### src/rtl/pc_branch_unit_if.sv
// rtl/pc_branch_unit_if.sv - fetch/decode handshake bundle for pc_branch_unit
// Purpose: groups the instruction-side controls and the PC-side results of the
//   next-PC unit so the decode stage and the unit share one typed connection.
// Signals:
//   valid, stall, trap_ack           instruction present / hold / trap handler ready
//   op_type[1:0], funct_three[2:0]   00 seq, 01 branch, 10 jal, 11 jalr; branch condition
//   rs1, rs2, offset                 branch operands / jalr base, sign-extended immediate
//   pc, link                         registered PC, combinational PC+4
//   taken, trap, bad_target          redirect pulse, trap-wait flag, offending target
//   br_count, taken_count            retired / taken conditional branch counters
// Modports: master = decode side (drives instruction fields), slave = pc_branch_unit.
interface pc_branch_unit_if #(
  parameter int XLEN = 32
);
  logic            valid;
  logic            stall;
  logic [1:0]      op_type;
  logic [2:0]      funct_three;
  logic [XLEN-1:0] rs1;
  logic [XLEN-1:0] rs2;
  logic [XLEN-1:0] offset;
  logic            trap_ack;
  logic [XLEN-1:0] pc;
  logic [XLEN-1:0] link;
  logic            taken;
  logic            trap;
  logic [XLEN-1:0] bad_target;
  logic [31:0]     br_count;
  logic [31:0]     taken_count;

  modport master (
    output valid, stall, op_type, funct_three, rs1, rs2, offset, trap_ack,
    input  pc, link, taken, trap, bad_target, br_count, taken_count
  );

  modport slave (
    input  valid, stall, op_type, funct_three, rs1, rs2, offset, trap_ack,
    output pc, link, taken, trap, bad_target, br_count, taken_count
  );
endinterface

### src/rtl/pc_branch_unit.sv
// rtl/pc_branch_unit.sv - RV32 next-PC generator, branch resolver and PC register
// Purpose: holds the architectural PC, resolves beq/bne/blt/bge/bltu/bgeu from raw
//   operands plus jal/jalr, and parks in a trap-wait state on a misaligned taken
//   target until the trap handler acknowledges.
// Ports:
//   clk_i   clock, all state updates on posedge
//   rst_i   synchronous active-high reset, overrides everything
//   bus     pc_branch_unit_if.slave (instruction controls in, PC/trap/counters out)
// Parameters: XLEN, RESET_VECTOR, TRAP_VECTOR, IALIGN (2 or 4).
// Optional feature: define PCBRANCH_PERF_EN to build the branch/taken counters;
//   without it br_count and taken_count are tied to zero.
module pc_branch_unit #(
  parameter int              XLEN         = 32,
  parameter logic [XLEN-1:0] RESET_VECTOR = '0,
  parameter logic [XLEN-1:0] TRAP_VECTOR  = XLEN'('h100),
  parameter int              IALIGN       = 4
) (
  input  logic             clk_i,
  input  logic             rst_i,
  pc_branch_unit_if.slave  bus
);

  typedef enum logic {
    ST_RUN       = 1'b0,
    ST_TRAP_WAIT = 1'b1
  } state_e;

  localparam logic [1:0] OP_SEQ    = 2'b00;
  localparam logic [1:0] OP_BRANCH = 2'b01;
  localparam logic [1:0] OP_JAL    = 2'b10;
  localparam logic [1:0] OP_JALR   = 2'b11;

  state_e          state_q, state_d;
  logic [XLEN-1:0] pc_q, pc_d;
  logic            taken_q, taken_d;
  logic            trap_q, trap_d;
  logic [XLEN-1:0] bad_q, bad_d;

  logic [XLEN-1:0] pc_plus4;
  logic [XLEN-1:0] jalr_sum;
  logic [XLEN-1:0] target;
  logic            cond_true;
  logic            is_taken;
  logic            misaligned;
  logic            update;

  assign pc_plus4 = pc_q + XLEN'(4);
  assign jalr_sum = bus.rs1 + bus.offset;

  always_comb begin
    cond_true = 1'b0;
    unique case (bus.funct_three)
      3'b000:  cond_true = (bus.rs1 == bus.rs2);
      3'b001:  cond_true = (bus.rs1 != bus.rs2);
      3'b100:  cond_true = ($signed(bus.rs1) <  $signed(bus.rs2));
      3'b101:  cond_true = ($signed(bus.rs1) >= $signed(bus.rs2));
      3'b110:  cond_true = (bus.rs1 <  bus.rs2);
      3'b111:  cond_true = (bus.rs1 >= bus.rs2);
      default: cond_true = 1'b0;
    endcase
  end

  always_comb begin
    is_taken = 1'b0;
    target   = pc_q + bus.offset;
    unique case (bus.op_type)
      OP_SEQ:    is_taken = 1'b0;
      OP_BRANCH: is_taken = cond_true;
      OP_JAL:    is_taken = 1'b1;
      OP_JALR: begin
        is_taken = 1'b1;
        // jalr clears bit 0 before the alignment check
        target   = {jalr_sum[XLEN-1:1], 1'b0};
      end
      default:   is_taken = 1'b0;
    endcase
  end

  // With IALIGN=2 only bit 0 matters; with 4, bits [1:0] must both be clear.
  assign misaligned = is_taken && ((IALIGN == 2) ? target[0] : (|target[1:0]));
  assign update     = (state_q == ST_RUN) && bus.valid && !bus.stall;

  always_comb begin
    state_d = state_q;
    pc_d    = pc_q;
    taken_d = 1'b0;
    trap_d  = trap_q;
    bad_d   = bad_q;
    unique case (state_q)
      ST_RUN: begin
        if (update) begin
          if (!is_taken) begin
            pc_d = pc_plus4;
          end else if (misaligned) begin
            trap_d  = 1'b1;
            bad_d   = target;
            state_d = ST_TRAP_WAIT;
          end else begin
            pc_d    = target;
            taken_d = 1'b1;
          end
        end
      end
      ST_TRAP_WAIT: begin
        // acknowledge is honoured even while stalled
        if (bus.trap_ack) begin
          pc_d    = TRAP_VECTOR;
          trap_d  = 1'b0;
          state_d = ST_RUN;
        end
      end
      default: state_d = ST_RUN;
    endcase
  end

  always_ff @(posedge clk_i) begin
    if (rst_i) begin
      state_q <= ST_RUN;
      pc_q    <= RESET_VECTOR;
      taken_q <= 1'b0;
      trap_q  <= 1'b0;
      bad_q   <= '0;
    end else begin
      state_q <= state_d;
      pc_q    <= pc_d;
      taken_q <= taken_d;
      trap_q  <= trap_d;
      bad_q   <= bad_d;
    end
  end

  assign bus.pc         = pc_q;
  assign bus.link       = pc_plus4;
  assign bus.taken      = taken_q;
  assign bus.trap       = trap_q;
  assign bus.bad_target = bad_q;

`ifdef PCBRANCH_PERF_EN
  logic [31:0] br_cnt_q, br_cnt_d;
  logic [31:0] tk_cnt_q, tk_cnt_d;

  // A misaligned branch still retires (counts in br) but is not a taken redirect.
  always_comb begin
    br_cnt_d = br_cnt_q;
    tk_cnt_d = tk_cnt_q;
    if (update && (bus.op_type == OP_BRANCH)) begin
      br_cnt_d = br_cnt_q + 32'd1;
      if (is_taken && !misaligned) begin
        tk_cnt_d = tk_cnt_q + 32'd1;
      end
    end
  end

  always_ff @(posedge clk_i) begin
    if (rst_i) begin
      br_cnt_q <= '0;
      tk_cnt_q <= '0;
    end else begin
      br_cnt_q <= br_cnt_d;
      tk_cnt_q <= tk_cnt_d;
    end
  end

  assign bus.br_count    = br_cnt_q;
  assign bus.taken_count = tk_cnt_q;
`else
  assign bus.br_count    = '0;
  assign bus.taken_count = '0;
`endif

endmodule

### src/flat_wrapper.sv
// flat-port wrapper written by rule: the top's interface ports become plain ports
module pc_branch_unit_flat 
#(
  parameter int              XLEN         = 32,
  parameter logic [XLEN-1:0] RESET_VECTOR = '0,
  parameter logic [XLEN-1:0] TRAP_VECTOR  = XLEN'('h100),
  parameter int              IALIGN       = 4
)
  (clk_i, rst_i, bus_valid, bus_stall, bus_op_type, bus_funct_three, bus_rs1, bus_rs2, bus_offset, bus_trap_ack, bus_pc, bus_link, bus_taken, bus_trap, bus_bad_target, bus_br_count, bus_taken_count);
  pc_branch_unit_if #(.XLEN(XLEN)) bus_i ();
  input  logic clk_i;
  input  logic rst_i;
  input wire logic [$bits(bus_i.valid)-1:0] bus_valid;
  input wire logic [$bits(bus_i.stall)-1:0] bus_stall;
  input wire logic [$bits(bus_i.op_type)-1:0] bus_op_type;
  input wire logic [$bits(bus_i.funct_three)-1:0] bus_funct_three;
  input wire logic [$bits(bus_i.rs1)-1:0] bus_rs1;
  input wire logic [$bits(bus_i.rs2)-1:0] bus_rs2;
  input wire logic [$bits(bus_i.offset)-1:0] bus_offset;
  input wire logic [$bits(bus_i.trap_ack)-1:0] bus_trap_ack;
  output wire logic [$bits(bus_i.pc)-1:0] bus_pc;
  output wire logic [$bits(bus_i.link)-1:0] bus_link;
  output wire logic [$bits(bus_i.taken)-1:0] bus_taken;
  output wire logic [$bits(bus_i.trap)-1:0] bus_trap;
  output wire logic [$bits(bus_i.bad_target)-1:0] bus_bad_target;
  output wire logic [$bits(bus_i.br_count)-1:0] bus_br_count;
  output wire logic [$bits(bus_i.taken_count)-1:0] bus_taken_count;
  assign bus_i.valid = bus_valid;
  assign bus_i.stall = bus_stall;
  assign bus_i.op_type = bus_op_type;
  assign bus_i.funct_three = bus_funct_three;
  assign bus_i.rs1 = bus_rs1;
  assign bus_i.rs2 = bus_rs2;
  assign bus_i.offset = bus_offset;
  assign bus_i.trap_ack = bus_trap_ack;
  assign bus_pc = bus_i.pc;
  assign bus_link = bus_i.link;
  assign bus_taken = bus_i.taken;
  assign bus_trap = bus_i.trap;
  assign bus_bad_target = bus_i.bad_target;
  assign bus_br_count = bus_i.br_count;
  assign bus_taken_count = bus_i.taken_count;
  pc_branch_unit #(.XLEN(XLEN), .RESET_VECTOR(RESET_VECTOR), .TRAP_VECTOR(TRAP_VECTOR), .IALIGN(IALIGN)) u_core (.clk_i(clk_i), .rst_i(rst_i), .bus(bus_i));
endmodule
### config.mk
export PLATFORM = sky130hd
export DESIGN_NAME = pc_branch_unit_flat
export DESIGN_NICKNAME = d
export VERILOG_FILES = /design/src/rtl/pc_branch_unit_if.sv /design/src/rtl/pc_branch_unit.sv /design/src/flat_wrapper.sv
export SDC_FILE = /design/constraint.sdc
export NUM_CORES = 1
export LEC_CHECK = 0
export BUFFER_PORTS_ARGS = -buffer_cell sky130_fd_sc_hd__clkbuf_2
export CORE_MARGIN = 3
export CORE_UTILIZATION = 30
export CTS_CLUSTER_DIAMETER = 120
export CTS_CLUSTER_SIZE = 20
export DETAILED_ROUTE_END_ITERATION = 10
export PLACE_DENSITY = 0.55
export SETUP_SLACK_MARGIN = 0.02
export SLEW_MARGIN = 20
export SYNTH_ARGS = -nofsm -noshare
export SYNTH_HDL_FRONTEND = slang
export SYNTH_SLANG_ARGS = --single-unit
export TNS_END_PERCENT = 20
### constraint.sdc
create_clock -name clk_i -period 3.3 [get_ports clk_i]
set_input_delay 0 -clock clk_i [delete_from_list [all_inputs] [get_ports clk_i]]
set_output_delay 0 -clock clk_i [all_outputs]
set_load 0.03 [all_outputs]
==> results of run 1 <==
## through the flow
stage	instance area, um2	instances	setup slack [ns]
after floorplan	8410	1148	0.116
after global placement	9630	1638	-0.168
after detailed placement	9630	1638	-0.136
after CTS	10000	1656	-0.00278
after global routing	10100	1660	-0.00211
final	10100	1660	0.128
## layout make-up
| cell class | count | share of cell area, % |
|---|---|---|
| Clock inverter | 6 | 1.35 |
| Sequential cell | 67 | 13.3 |
| Antenna cell | 2 | 0.0497 |
| Multi-Input combinational cell | 915 | 61.1 |
| Timing Repair Buffer | 269 | 15.5 |
| Inverter | 56 | 2.09 |
| Clock buffer | 10 | 2.37 |
| Tap cell | 335 | 4.16 |
## final timing paths
| check | end | slack, ns | cells after the start |
|---|---|---|---|
| max | u_core.bus.pc[28] | 0.13 | 12 |
| max reg2reg | u_core.bus.pc[28] | 0.13 | 12 |
| min reg2reg | u_core.bus.bad_target[19] | 0.46 | 2 |
| min | u_core.bus.pc[30] | 0.26 | 5 |
## power breakdown
part,leakage (nW),switching [mW],internal [mW]
Clock,0.179,0.373,0.836
Sequential,0.546,0.0473,0.857
Combinational,4.10,1.01,0.566
## critical path, cell delays in order, from the launching register on
cell      delay (ns)
dfxtp_1         0.31
ha_1            0.25
fa_2            0.39
a211oi_2        0.28
o211ai_1        0.17
a41o_1          0.27
nand3_1         0.11
o211ai_1        0.22
a311oi_1        0.37
xor2_1          0.12
mux2i_2         0.23
nand2_1         0.08
a311oi_1        0.26
## Yosys cell counts, types with 4 or more instances
| library cell | n | share of area, % |
|---|---|---|
| nand3_1 | 32 | 2.0 |
| a31oi_1 | 11 | 0.84 |
| xor2_1 | 32 | 3.4 |
| mux2i_1 | 11 | 1.3 |
| nor3b_1 | 6 | 0.55 |
| a221oi_1 | 6 | 0.64 |
| o21ai_1 | 4 | 0.25 |
| o22ai_1 | 7 | 0.54 |
| nor4_1 | 5 | 0.38 |
| and2_1 | 10 | 0.77 |
| buf_4 | 67 | 6.2 |
| a21oi_1 | 85 | 5.2 |
| or3_1 | 4 | 0.31 |
| o2bb2ai_1 | 14 | 1.5 |
| and3_1 | 12 | 0.92 |
| o21a_1 | 5 | 0.46 |
| ha_1 | 94 | 14 |
| nand2b_1 | 8 | 0.61 |
| o31ai_1 | 5 | 0.46 |
| dfxtp_1 | 67 | 16 |
| nand3b_1 | 5 | 0.46 |
| clkbuf_1 | 23 | 1.1 |
| o21ai_0 | 50 | 3.1 |
| a21o_1 | 21 | 1.9 |
| a311oi_1 | 6 | 0.64 |
| nor2b_1 | 7 | 0.54 |
| xnor2_1 | 49 | 5.3 |
| o21bai_1 | 5 | 0.46 |
| inv_1 | 56 | 2.6 |
| nor3_1 | 39 | 2.4 |
| buf_2 | 13 | 0.80 |
| a211oi_1 | 29 | 2.7 |
| nand4_1 | 20 | 1.5 |
| nor2_1 | 101 | 4.6 |
| nand2_1 | 88 | 4.0 |
| o211ai_1 | 9 | 0.83 |
## kinds of logic (layout without fill, tap and decap cells)
group | Yosys count | after routing
adder cells (fa/ha/maj) | 96 | 96
other | 1 | 66
AO/OA/AOI/OAI | 306 | 306
XOR/XNOR | 81 | 81
AND/OR/NAND/NOR | 353 | 353
multiplexers | 15 | 15
flip-flops | 67 | 67
buffers and inverters | 166 | 341
## flip-flops by register name, summed over array words and instances, names as in the netlist
| register | count |
|---|---|
| u_core.bus.bad_target | 32 |
| u_core.bus.trap | 1 |
| u_core.bus.taken | 1 |
| u_core.bus.pc | 32 |
| u_core.state_q | 1 |
## layout by cell type (no fill, tap or decap), types with 6 or more instances in the layout
| master | netlist | final |
|---|---|---|
| clkbuf_2 | 0 | 203 |
| nor2_1 | 101 | 101 |
| ha_1 | 94 | 94 |
| nand2_1 | 88 | 88 |
| a21oi_1 | 85 | 84 |
| dfxtp_1 | 67 | 66 |
| conb_1 | 1 | 64 |
| buf_4 | 67 | 60 |
| inv_1 | 56 | 56 |
| o21ai_0 | 50 | 50 |
| xnor2_1 | 49 | 49 |
| nor3_1 | 39 | 39 |
| nand3_1 | 32 | 32 |
| xor2_1 | 32 | 32 |
| a211oi_1 | 29 | 27 |
| a21o_1 | 21 | 21 |
| nand4_1 | 20 | 20 |
| o2bb2ai_1 | 14 | 14 |
| and3_1 | 12 | 12 |
| a31oi_1 | 11 | 11 |
| and2_1 | 10 | 10 |
| mux2i_1 | 11 | 10 |
| o211ai_1 | 9 | 9 |
| clkbuf_16 | 0 | 9 |
| nand2b_1 | 8 | 8 |
| nor2b_1 | 7 | 7 |
| o22ai_1 | 7 | 7 |
| nor3b_1 | 6 | 6 |
| a221oi_1 | 6 | 6 |
| a311oi_1 | 6 | 6 |
## metal layers
layer	vias to the layer above	track usage, %	share of wire (%)
met3	33	2.59	6.3
met2	308	28.8	42
met4	0	5.53	2.0
met1	3947	28.2	49
li1	4295	-	-
met5	-	0	0
## repair_timing
action,in CTS,in global routing
hold buffers,2,0
endpoints found under the setup margin,7,22
setup buffers,0,2
hold endpoints to repair,2,0
pin swaps,2,9
cloned,0,0
gates resized for setup,4,5
==> results.json, run 1 <==
{
  "area_growth_pct": 23.3,
  "fmax_mhz": 315,
  "synth-seq-cells": 67,
  "drt-total-wl_mm": 29.4,
  "antenna_found_initial": 2,
  "synth_edf_count": 0,
  "syn_avg_cell_area_um2": 7.53,
  "power_density_mw_per_mm2": 366,
  "synth_top_family_by_area": "compound AO/OA/AOI/OAI gates",
  "root_buffer": "clkbuf_16",
  "ir_drop_uv": 225,
  "synth_fa_ha_area_share_pct": 14.9,
  "critPathMaxFanout": 5,
  "synth-simple-area-share_pct": 20.9,
  "worst_pin_slew_ns": 1.07,
  "first_pass_iters": 4,
  "synth-compound-area-share_pct": 25.6,
  "track_usage_pct": 19.1,
  "grt_pass1_wl_mm": 43.8,
  "syn-cell-area_mm2": 0.00817,
  "die_area_mm2": 0.0293,
  "synth_xor_area_share_pct": 8.68,
  "cp_data_required_time_ns": 3.54,
  "path_class": "reg2reg",
  "rsz0062_at_grt": "yes",
  "setup.worst_path.start": "u_core.bus.pc[0]",
  "grt_max_degree": 41,
  "crit_path_end_kind": "flop",
  "cap_violations": 0,
  "hold_class": "in2reg",
  "drive_gt1_share_pct": 24.0,
  "skew_ns": 0.0110,
  "wl_per_cell_um": 17.7,
  "grt_overflow": 0,
  "ys_warn_count": 0,
  "period_share_pct": 96.1,
  "cts_buffer_depth": 2,
  "ios": 268,
  "slew_headroom_pct": 28.0,
  "nets": 1520,
  "clk_pin_slew_ns": 0.06,
  "die_x_um": 171,
  "dp_hpwl_mm": 25.1,
  "yosys.cell_types.count": 88,
  "coreArea_mm2": 0.0264,
  "synth_cells": 1085,
  "min_period_ns": 3.17,
  "synth_mux_area_share_pct": 1.94,
  "port-buffer-count": 203,
  "finalPower_mw": 3.69,
  "drt-initial-drc-count": 503,
  "gp_congestion": 0.881,
  "antenna_left": 0,
  "clock_latency_ns": 0.34,
  "hold_viol_final": 0,
  "ff_latch_area_mm2": 0.00134,
  "yosysSeqAreaShare_pct": 16.4,
  "utilization_pct": 38.1,
  "setup_violations": 0,
  "cp-start-kind": "flop",
  "slew_viol_final": 0,
  "hp-start": "bus_offset[30]",
  "async_reset_ff_share_pct": 0,
  "die_h_um": 171,
  "rows": 59,
  "fill_cells": 2836,
  "viasPerCell": 5.17,
  "initial_core_util_pct": 30.9,
  "outcome": "finished, final reports clean",
  "final.setup.tns_ns": 0,
  "synth_top_flop_cell": "dfxtp_1",
  "grt_pass1_vias": 7788,
  "leakage_nw": 4.83,
  "timing.rr.start": "u_core.bus.pc[0]",
  "cts_num_sinks": 67,
  "cts.htree.levels": 3,
  "worstPathArrival_ns": 3.41,
  "multiInputGateArea_mm2": 0.00616,
  "hold_slack_ns": 0.261,
  "cts_buffers": 9,
  "post-route-drc-count": 0,
  "routed-via-count": 8583,
  "cts_tree": "yes"
}
Power figures use the tool's default switching activity.
==> inputs of run 2 (changes only) <==
--- a/config.mk
+++ b/config.mk
@@ -6,12 +6,12 @@
 export NUM_CORES = 1
 export LEC_CHECK = 0
 export BUFFER_PORTS_ARGS = -buffer_cell sky130_fd_sc_hd__clkbuf_2
-export CORE_MARGIN = 3
-export CORE_UTILIZATION = 30
+export CORE_MARGIN = 2
+export CORE_UTILIZATION = 29
 export CTS_CLUSTER_DIAMETER = 120
 export CTS_CLUSTER_SIZE = 20
 export DETAILED_ROUTE_END_ITERATION = 10
-export PLACE_DENSITY = 0.55
+export PLACE_DENSITY = 0.54
 export SETUP_SLACK_MARGIN = 0.02
 export SLEW_MARGIN = 20
 export SYNTH_ARGS = -nofsm -noshare
==> run 2 against run 1 <==
  * Fmax rose by 1.4%
  * Critical path depth fell by 2
  * Die area rose by 0.96%
  * Wire length rose by 1.3%
  * Global-route usage rose by 0.33 points
==> results.json, run 2 (synthesized netlist as in run 1, its figures left out) <==
{
  "critPathMaxFanout": 7,
  "grt_max_degree": 41,
  "area_growth_pct": 22.5,
  "crit_path_end_kind": "primary output",
  "die_area_mm2": 0.0295,
  "min_period_ns": 3.13,
  "routed-via-count": 8606,
  "die_x_um": 172,
  "cp-start-kind": "flop",
  "antenna_left": 0,
  "cp_data_required_time_ns": 3.30,
  "slew_headroom_pct": 44.0,
  "viasPerCell": 5.08,
  "wl_per_cell_um": 17.6,
  "coreArea_mm2": 0.0278,
  "grt_pass1_wl_mm": 44.2,
  "drt-total-wl_mm": 29.8,
  "outcome": "finished, final reports clean",
  "setup_violations": 0,
  "final_common_cell": "clkbuf_2",
  "worst_pin_slew_ns": 0.829,
  "dp_hpwl_mm": 25.3,
  "grt_pass1_vias": 7842,
  "clock_latency_ns": 0.34,
  "ios": 268,
  "skew_ns": 0.0117,
  "final.setup.tns_ns": 0,
  "power_density_mw_per_mm2": 352,
  "port-buffer-count": 203,
  "clk_pin_slew_ns": 0.06,
  "utilization_pct": 36.0,
  "root_buffer": "clkbuf_16",
  "die_h_um": 172,
  "finish.instance_area_mm2": 0.0100,
  "placed_area_mm2": 0.00961,
  "cts_num_sinks": 67,
  "drive_gt1_share_pct": 23.5,
  "hold_class": "in2reg",
  "post-route-drc-count": 0,
  "antenna_found_initial": 1,
  "worstPathArrival_ns": 3.13,
  "ir_drop_uv": 221,
  "gp_congestion": 0.873,
  "first_pass_iters": 4,
  "leakage_nw": 4.77,
  "finalPower_mw": 3.52,
  "rows": 61,
  "cts.htree.levels": 3,
  "cts_tree": "yes",
  "initial_core_util_pct": 29.4,
  "r2r-end": "u_core.bus.pc[22]",
  "period_share_pct": 94.8,
  "antenna_cells": 0,
  "fill_cells": 3046,
  "cts_buffer_depth": 2,
  "grt_overflow": 0,
  "r2r_setup_slack_ns": 0.18,
  "slew_viol_final": 0,
  "rsz0062_at_grt": "yes",
  "path_class": "reg2out",
  "drt-initial-drc-count": 455,
  "min_to": "u_core.state_q",
  "hold_slack_ns": 0.222,
  "timing.rr.start": "u_core.bus.pc[0]",
  "fmax_mhz": 320,
  "nets": 1513,
  "track_usage_pct": 19.4,
  "hold_path_depth": 2,
  "reg2reg_depth": 12,
  "cap_violations": 0,
  "final_cell_mix": "203 x clkbuf_2, 101 x nor2_1, 93 x ha_1",
  "hp-start": "rst_i",
  "cts_buffers": 9,
  "hold_viol_final": 0
}
run 2: where the power goes:
part	switching, mW	total (mW)	internal, mW
combinational	1.01	1.56	0.557
clock	0.377	1.06	0.682
sequential	0.0462	0.904	0.857
run 2: cell type report:
class / instances / area (um2) / share of cell area, %
timing repair buffer: 262 / 1500 / 15.0
sequential: 67 / 1340 / 13.4
clock buffer: 10 / 239 / 2.39
multi-input combinational: 915 / 6150 / 61.5
tap: 378 / 473 / 4.73
clock inverter: 6 / 88.8 / 0.888
inverter: 56 / 210 / 2.10
run 2: what timing repair did:
item / in CTS / in global routing
pin swaps: 0 / 8
setup endpoints to repair: 3 / 17
buffers inserted: 0 / 2
resized for setup: 3 / 7
hold endpoints to repair: 2 / 0
hold buffers: 2 / 0
run 2: layer usage:
metal | track usage [%] | vias to the layer above | wire length (um)
met5 | 0 | - | 13
met4 | 6.80 | 2 | 739
met3 | 2.29 | 44 | 1970
met2 | 29.5 | 346 | 12700
met1 | 28.2 | 3927 | 14400
li1 | - | 4287 | -
run 2: worst max-delay path, stage by stage (launching register included):
cell and delay (ns):
dfxtp_1 0.43, buf_4 0.20, ha_1 0.26, nand3_1 0.22, nor2_1 0.28, and3_1 0.23
buf_4 0.16, and3_1 0.30, nand4_1 0.15, xnor2_1 0.29, clkbuf_2 0.27
run 2: how the worst max path moves through the flow:
| stage | slack (ns) | depth (start not counted) | to | from |
|---|---|---|---|---|
| floorplan | 0.12 | 11 | u_core.bus.pc[31] | u_core.bus.pc[2] |
| global placement | 0.03 | 11 | u_core.bus.pc[22] | u_core.bus.pc[0] |
| detailed placement | -0.01 | 11 | u_core.bus.pc[22] | u_core.bus.pc[0] |
| CTS | 0.07 | 11 | u_core.bus.pc[31] | u_core.bus.pc[1] |
| global route | 0.01 | 11 | u_core.bus.pc[31] | u_core.bus.pc[1] |
| finish | 0.17 | 10 | bus_link[24] | u_core.bus.pc[2] |
run 2: stage by stage:
stage | setup WS, ns | cells
after detailed placement | -0.0104 | 1674
after global placement | 0.0287 | 1674
after CTS | 0.0714 | 1692
after global routing | 0.0109 | 1694
final | 0.171 | 1694
after floorplan | 0.116 | 1148
